## config.mk

```make
export PLATFORM = sky130hd
export DESIGN_NAME = igniter_sequencer
export DESIGN_NICKNAME = d
export VERILOG_FILES = /design/src/rtl/igniter_sequencer.sv
export SDC_FILE = /design/constraint.sdc
export NUM_CORES = 1
export LEC_CHECK = 0
export CORE_MARGIN = 5
export CORE_UTILIZATION = 43
export CTS_CLUSTER_DIAMETER = 100
export CTS_CLUSTER_SIZE = 14
export DETAILED_ROUTE_END_ITERATION = 6
export MAX_ROUTING_LAYER = met4
export PLACE_DENSITY = 0.67
export SLEW_MARGIN = 20
export SYNTH_ARGS = -nofsm -noshare
export SYNTH_HDL_FRONTEND = slang
export SYNTH_SLANG_ARGS = --single-unit
export TNS_END_PERCENT = 50
```

## constraint.sdc

```tcl
create_clock -name sys_clk -period 4.07 [get_ports sys_clk]
set_clock_uncertainty 0.15 [all_clocks]
set_input_delay 0.6105 -clock sys_clk [delete_from_list [all_inputs] [get_ports sys_clk]]
set_output_delay 0.6105 -clock sys_clk [all_outputs]
set_load 0.005 [all_outputs]
```

## src/rtl/igniter_sequencer.sv

```systemverilog
// Jump sequencer for the igniter: replays a host-loaded table of signed deltas
// with a programmable dwell between jumps and tracks the expected igniter position.
module igniter_sequencer #(
   parameter int unsigned DEPTH   = 8,
   parameter int unsigned DWELL_W = 8
) (
   input  logic               sys_clk,
   input  logic               clr_n,
   input  logic               wr_en,
   input  logic [2:0]         wr_addr,
   input  logic [3:0]         wr_delta,
   input  logic [3:0]         seq_len,
   input  logic [DWELL_W-1:0] dwell,
   input  logic               start,
   input  logic               abort,
   output logic [3:0]         delta,
   output logic               enable_jump,
   output logic               busy,
   output logic               done,
   output logic               aborted,
   output logic [2:0]         step_idx,
   output logic [2:0]         exp_position
);

   localparam int unsigned DW = 4;
   localparam int unsigned LW = 4;
   localparam int unsigned AW = 3;

   typedef enum logic [1:0] {
      S_IDLE  = 2'd0,
      S_ISSUE = 2'd1,
      S_DWELL = 2'd2,
      S_DONE  = 2'd3
   } state_e;

   state_e               state_q, state_d;
   logic [DW-1:0]        table_q [DEPTH];
   logic [DW-1:0]        table_d [DEPTH];
   logic [LW-1:0]        len_q, len_d;
   logic [DWELL_W-1:0]   dwell_q, dwell_d;
   logic [DWELL_W-1:0]   cnt_q, cnt_d;
   logic [AW-1:0]        step_idx_q, step_idx_d;
   logic [AW-1:0]        exp_position_q, exp_position_d;
   logic [DW-1:0]        delta_q, delta_d;
   logic                 enable_jump_q, enable_jump_d;
   logic                 busy_q, busy_d;
   logic                 done_q, done_d;
   logic                 aborted_q, aborted_d;
   logic [LW-1:0]        req_len_c;
   logic                 last_c;

   // Requested length clamped to the table depth.
   assign req_len_c = (seq_len > LW'(DEPTH)) ? LW'(DEPTH) : seq_len;
   assign last_c    = ({1'b0, step_idx_q} == (len_q - LW'(1)));

   always_ff @(posedge sys_clk or negedge clr_n) begin
      if (!clr_n) begin
         state_q        <= S_IDLE;
         for (int i = 0; i < int'(DEPTH); i++) table_q[i] <= '0;
         len_q          <= '0;
         dwell_q        <= '0;
         cnt_q          <= '0;
         step_idx_q     <= '0;
         exp_position_q <= '0;
         delta_q        <= '0;
         enable_jump_q  <= 1'b0;
         busy_q         <= 1'b0;
         done_q         <= 1'b0;
         aborted_q      <= 1'b0;
      end else begin
         state_q        <= state_d;
         table_q        <= table_d;
         len_q          <= len_d;
         dwell_q        <= dwell_d;
         cnt_q          <= cnt_d;
         step_idx_q     <= step_idx_d;
         exp_position_q <= exp_position_d;
         delta_q        <= delta_d;
         enable_jump_q  <= enable_jump_d;
         busy_q         <= busy_d;
         done_q         <= done_d;
         aborted_q      <= aborted_d;
      end
   end

   // Next state plus registered outputs derived from the state being entered.
   always_comb begin
      state_d        = state_q;
      table_d        = table_q;
      len_d          = len_q;
      dwell_d        = dwell_q;
      cnt_d          = cnt_q;
      step_idx_d     = step_idx_q;
      aborted_d      = 1'b0;

      case (state_q)
         S_IDLE: begin
            if (wr_en && (32'(wr_addr) < DEPTH)) table_d[wr_addr] = wr_delta;
            if (start && !abort) begin
               len_d      = req_len_c;
               dwell_d    = dwell;
               step_idx_d = '0;
               state_d    = (req_len_c != '0) ? S_ISSUE : S_DONE;
            end
         end
         S_ISSUE: begin
            if (abort) begin
               state_d   = S_IDLE;
               aborted_d = 1'b1;
            end else if (dwell_q != '0) begin
               state_d = S_DWELL;
               cnt_d   = dwell_q;
            end else if (last_c) begin
               state_d = S_DONE;
            end else begin
               step_idx_d = step_idx_q + AW'(1);
               state_d    = S_ISSUE;
            end
         end
         S_DWELL: begin
            if (abort) begin
               state_d   = S_IDLE;
               aborted_d = 1'b1;
            end else if (cnt_q == DWELL_W'(1)) begin
               if (last_c) begin
                  state_d = S_DONE;
               end else begin
                  step_idx_d = step_idx_q + AW'(1);
                  state_d    = S_ISSUE;
               end
            end else begin
               cnt_d = cnt_q - DWELL_W'(1);
            end
         end
         S_DONE: begin
            state_d = S_IDLE;
         end
         default: state_d = S_IDLE;
      endcase

      enable_jump_d  = (state_d == S_ISSUE);
      delta_d        = enable_jump_d ? table_q[step_idx_d] : '0;
      exp_position_d = exp_position_q + (enable_jump_d ? delta_d[AW-1:0] : AW'(0));
      busy_d         = (state_d != S_IDLE);
      done_d         = (state_d == S_DONE);
   end

   assign delta        = delta_q;
   assign enable_jump  = enable_jump_q;
   assign busy         = busy_q;
   assign done         = done_q;
   assign aborted      = aborted_q;
   assign step_idx     = step_idx_q;
   assign exp_position = exp_position_q;

endmodule

```

==> reports/results.txt <==
run status - complete, no violations
worst rel slew slack - 52.8%
CP Depth - 15
Worst Tran Pin Value - 0.706 ns
cell area after synthesis - 3670 um2
Final Hold Vio Count - 0
Fin Setup TNS - 0 ns
Yosys cell types - 61
TritonRoute pass-1 iters - 4
Layout area overhead - 22.7%
Synth Area in Simple Gates - 14.6%
Die Width - 102 um
Arrival @ worst endpoint - 3.95 ns
slowest stage delay, CP - 0.45 ns
Slew Viols, Final - 0
proportion of synthesized area in mux cells - 14.7%
Top delay family on crit path - simple AND/OR/NAND/NOR gates
routed len/inst - 16.4 um
CP Cell Sequence - inv_1, ha_1, or3b_2, or3_4, a211oi_4, and2_4, o22ai_2, buf_4, a211o_1, a21oi_1, ha_1, inv_1, fa_1, xor2_1, xnor2_1
CP max-delay cell - or3b_2
top-count cell post-synth - dfrtp_1
Filler cells - 749
most instantiated cells after synthesis - 68 x dfrtp_1, 40 x mux2_2, 23 x nand2_1
Post-synth EDFFs - 0
Gate Count Post-Synth - 337
Worst VDD drop - 0.352 mV
Clock Sinks - 68
Max-cap violations - 0
final count of negative-setup-slack endpoints - 0
H-tree depth - 3
Inst Count DP - 484
largest cells by area after synthesis - dfrtp_1 46%, mux2_2 12%, ha_1 3.1%
overall routed net length - 8300 um
CP required - 4.14 ns
grt total ovfl - 0
most common flop cell mapped by yosys - dfrtp_1
Port-buffer cells - 37
global-route wire length before repair - 13,600 um
GRT Total Usage - 17.6%
die height - 102 um
CTS tree - yes
Via density - 5.54
initial antenna violation count - 0
startpoint types - flop
Max Freq - 0.258 GHz
vias in the first global route - 2,741
Finished Layout Cells - 505
Root Driver - clkbuf_8
Ports - 38
sequential area share after synthesis - 46.4%
Worst-Skew Late Latency - 0.35 ns
Yosys reg bits - 68
period utilization - 95.2%
routability cong. - 0.882
share of post-route cells with drive strength above 1 - 23.5%
WHS - 0.101 ns
Pleak - 0.00187 uW
Worst Hold Class - input pin to asynchronous set/reset pin
number of remaining DRC errors - 0
post-synthesis xor/xnor area fraction - 2.05%
adder-cell share of the synthesized area - 3.62%
unrepaired setup endpoints after global routing - no
Power Density - 704 nW/um2
CP Max Fanout - 8
WS Path Type - flop to flop
final net count - 429
Starting Density - 44.4%
via count - 2,796
hold_buf cts - 0
share of the synthesized area in the top cell type - 46.4%
reg2reg path depth - 15
largest family of logic cells by synthesized area - compound AO/OA/AOI/OAI gates
CTS clk-pin slew, worst paths - 0.08 ns
fin crit period - 3.87 ns
synth warn - 0
CTS buffer count - 9
FP Rows - 33
Clock Path Buffers - 2
Die Area - 10,500 um2
DPL Wire Length - 6200 um
Worst Setup End Kind - flop
Post-synth ARST share - 100%
largest area contributor in the netlist - dfrtp_1
Starting DRT DRC Count - 189
DRT antenna net count - 0
worst path bufs/invs - 3
post-synthesis compound-gate area fraction - 15.0%
ANT cells - 0
Mapped Avg Cell Area - 10.9 um2
CORE AREA - 8260 um2
largest net degree at the start of global routing - 47
syn_nets - 371
cells by family after synthesis:
group | count (synthesis)
fa+ha+maj | 10
flops | 68
mux | 49
compound gates | 74
simple gates | 96
xor+xnor | 7
buf+inv | 33
placed cells by master, fill, tap and decap left out, types with 9 or more instances in the layout:
| master | instances |
|---|---|
| a21oi_1 | 15 |
| buf_4 | 22 |
| clkbuf_8 | 9 |
| clkdlybuf4s50_1 | 36 |
| dfrtp_1 | 68 |
| ha_1 | 9 |
| inv_1 | 18 |
| mux2_2 | 40 |
| mux2i_1 | 9 |
| nand2_1 | 23 |
| nand3_1 | 15 |
| nor2_1 | 10 |
| o21ai_0 | 13 |
layer usage:
| layer | routed length [um] | GRT usage, % | vias to the layer above |
|---|---|---|---|
| li1 | - | - | 1364 |
| met1 | 3640 | 21.9 | 1371 |
| met2 | 4190 | 28.5 | 57 |
| met3 | 427 | 4.85 | 4 |
| met4 | 42 | 4.04 | 0 |
| met5 | 0 | - | - |
path summary, 6_finish.rpt:
check / slack [ns] / to / startpoint
worst max-delay path: 0.20 / exp_position[2]$_DFF_PN0_ / cnt_q[1]$_DFFE_PN0P_
worst min-delay path: 0.10 / cnt_q[5]$_DFFE_PN0P_ / clr_n
worst max register to register: 0.20 / exp_position[2]$_DFF_PN0_ / cnt_q[1]$_DFFE_PN0P_
worst min register to register: 0.36 / table_q[15]$_DFFE_PN0P_ / table_q[15]$_DFFE_PN0P_
max in group asynchronous: 2.94 / table_q[13]$_DFFE_PN0P_ / clr_n
min in group sys_clk: 0.36 / table_q[15]$_DFFE_PN0P_ / table_q[15]$_DFFE_PN0P_
flip-flops by register name, summed over array words and instances (netlist names), 2 cells and up:
signal        cells
delta             4
table_q          32
cnt_q             8
state_q           2
step_idx          3
exp_position      3
len_q             4
dwell_q           8
through the flow:
step	power (uW)	cell area, um2	worst slack, ns	util (%)
3_5_place_dp	2580	4240	0.103	51.3
6_report	3170	4500	0.196	54.5
2_1_floorplan	2090	3670	0.225	-
3_3_place_gp	2540	4240	0.165	51.3
5_1_grt	3400	4500	0.0138	54.5
4_1_cts	3170	4450	0.105	53.8
layout make-up:
| class | instances | area [um2] | share of cell area (%) |
|---|---|---|---|
| clock inverter | 7 | 83.8 | 1.86 |
| timing repair buffer | 58 | 526 | 11.7 |
| multi-input combinational | 237 | 1860 | 41.2 |
| tap | 105 | 131 | 2.92 |
| clock buffer | 9 | 124 | 2.75 |
| sequential | 68 | 1700 | 37.8 |
| inverter | 21 | 78.8 | 1.75 |
power by group:
| part | leakage, uW | internal, uW | total, uW | switching, uW |
|---|---|---|---|---|
| clock network | 0.000102 | 293 | 574 | 281 |
| registers | 0.000832 | 995 | 1230 | 234 |
| logic | 0.000940 | 683 | 1360 | 680 |
| total | 0.00187 | 1970 | 3170 | 1200 |
worst reg2reg max path, stage by stage (launching register included):
cell and delay [ns]:
dfrtp_1 0.38, inv_1 0.09, ha_1 0.14, or3b_2 0.45, or3_4 0.36, a211oi_4 0.34
and2_4 0.24, o22ai_2 0.14, buf_4 0.21, a211o_1 0.27, a21oi_1 0.15, ha_1 0.15
inv_1 0.05, fa_1 0.36, xor2_1 0.16, xnor2_1 0.12
what timing repair did:
item                                   CTS  global route
setup buffers                            0             4
gates resized for setup                  0             1
endpoints found under the hold margin    0             0
setup endpoints to repair                0             1
Note: power is estimated with default switching activity, not from simulation.
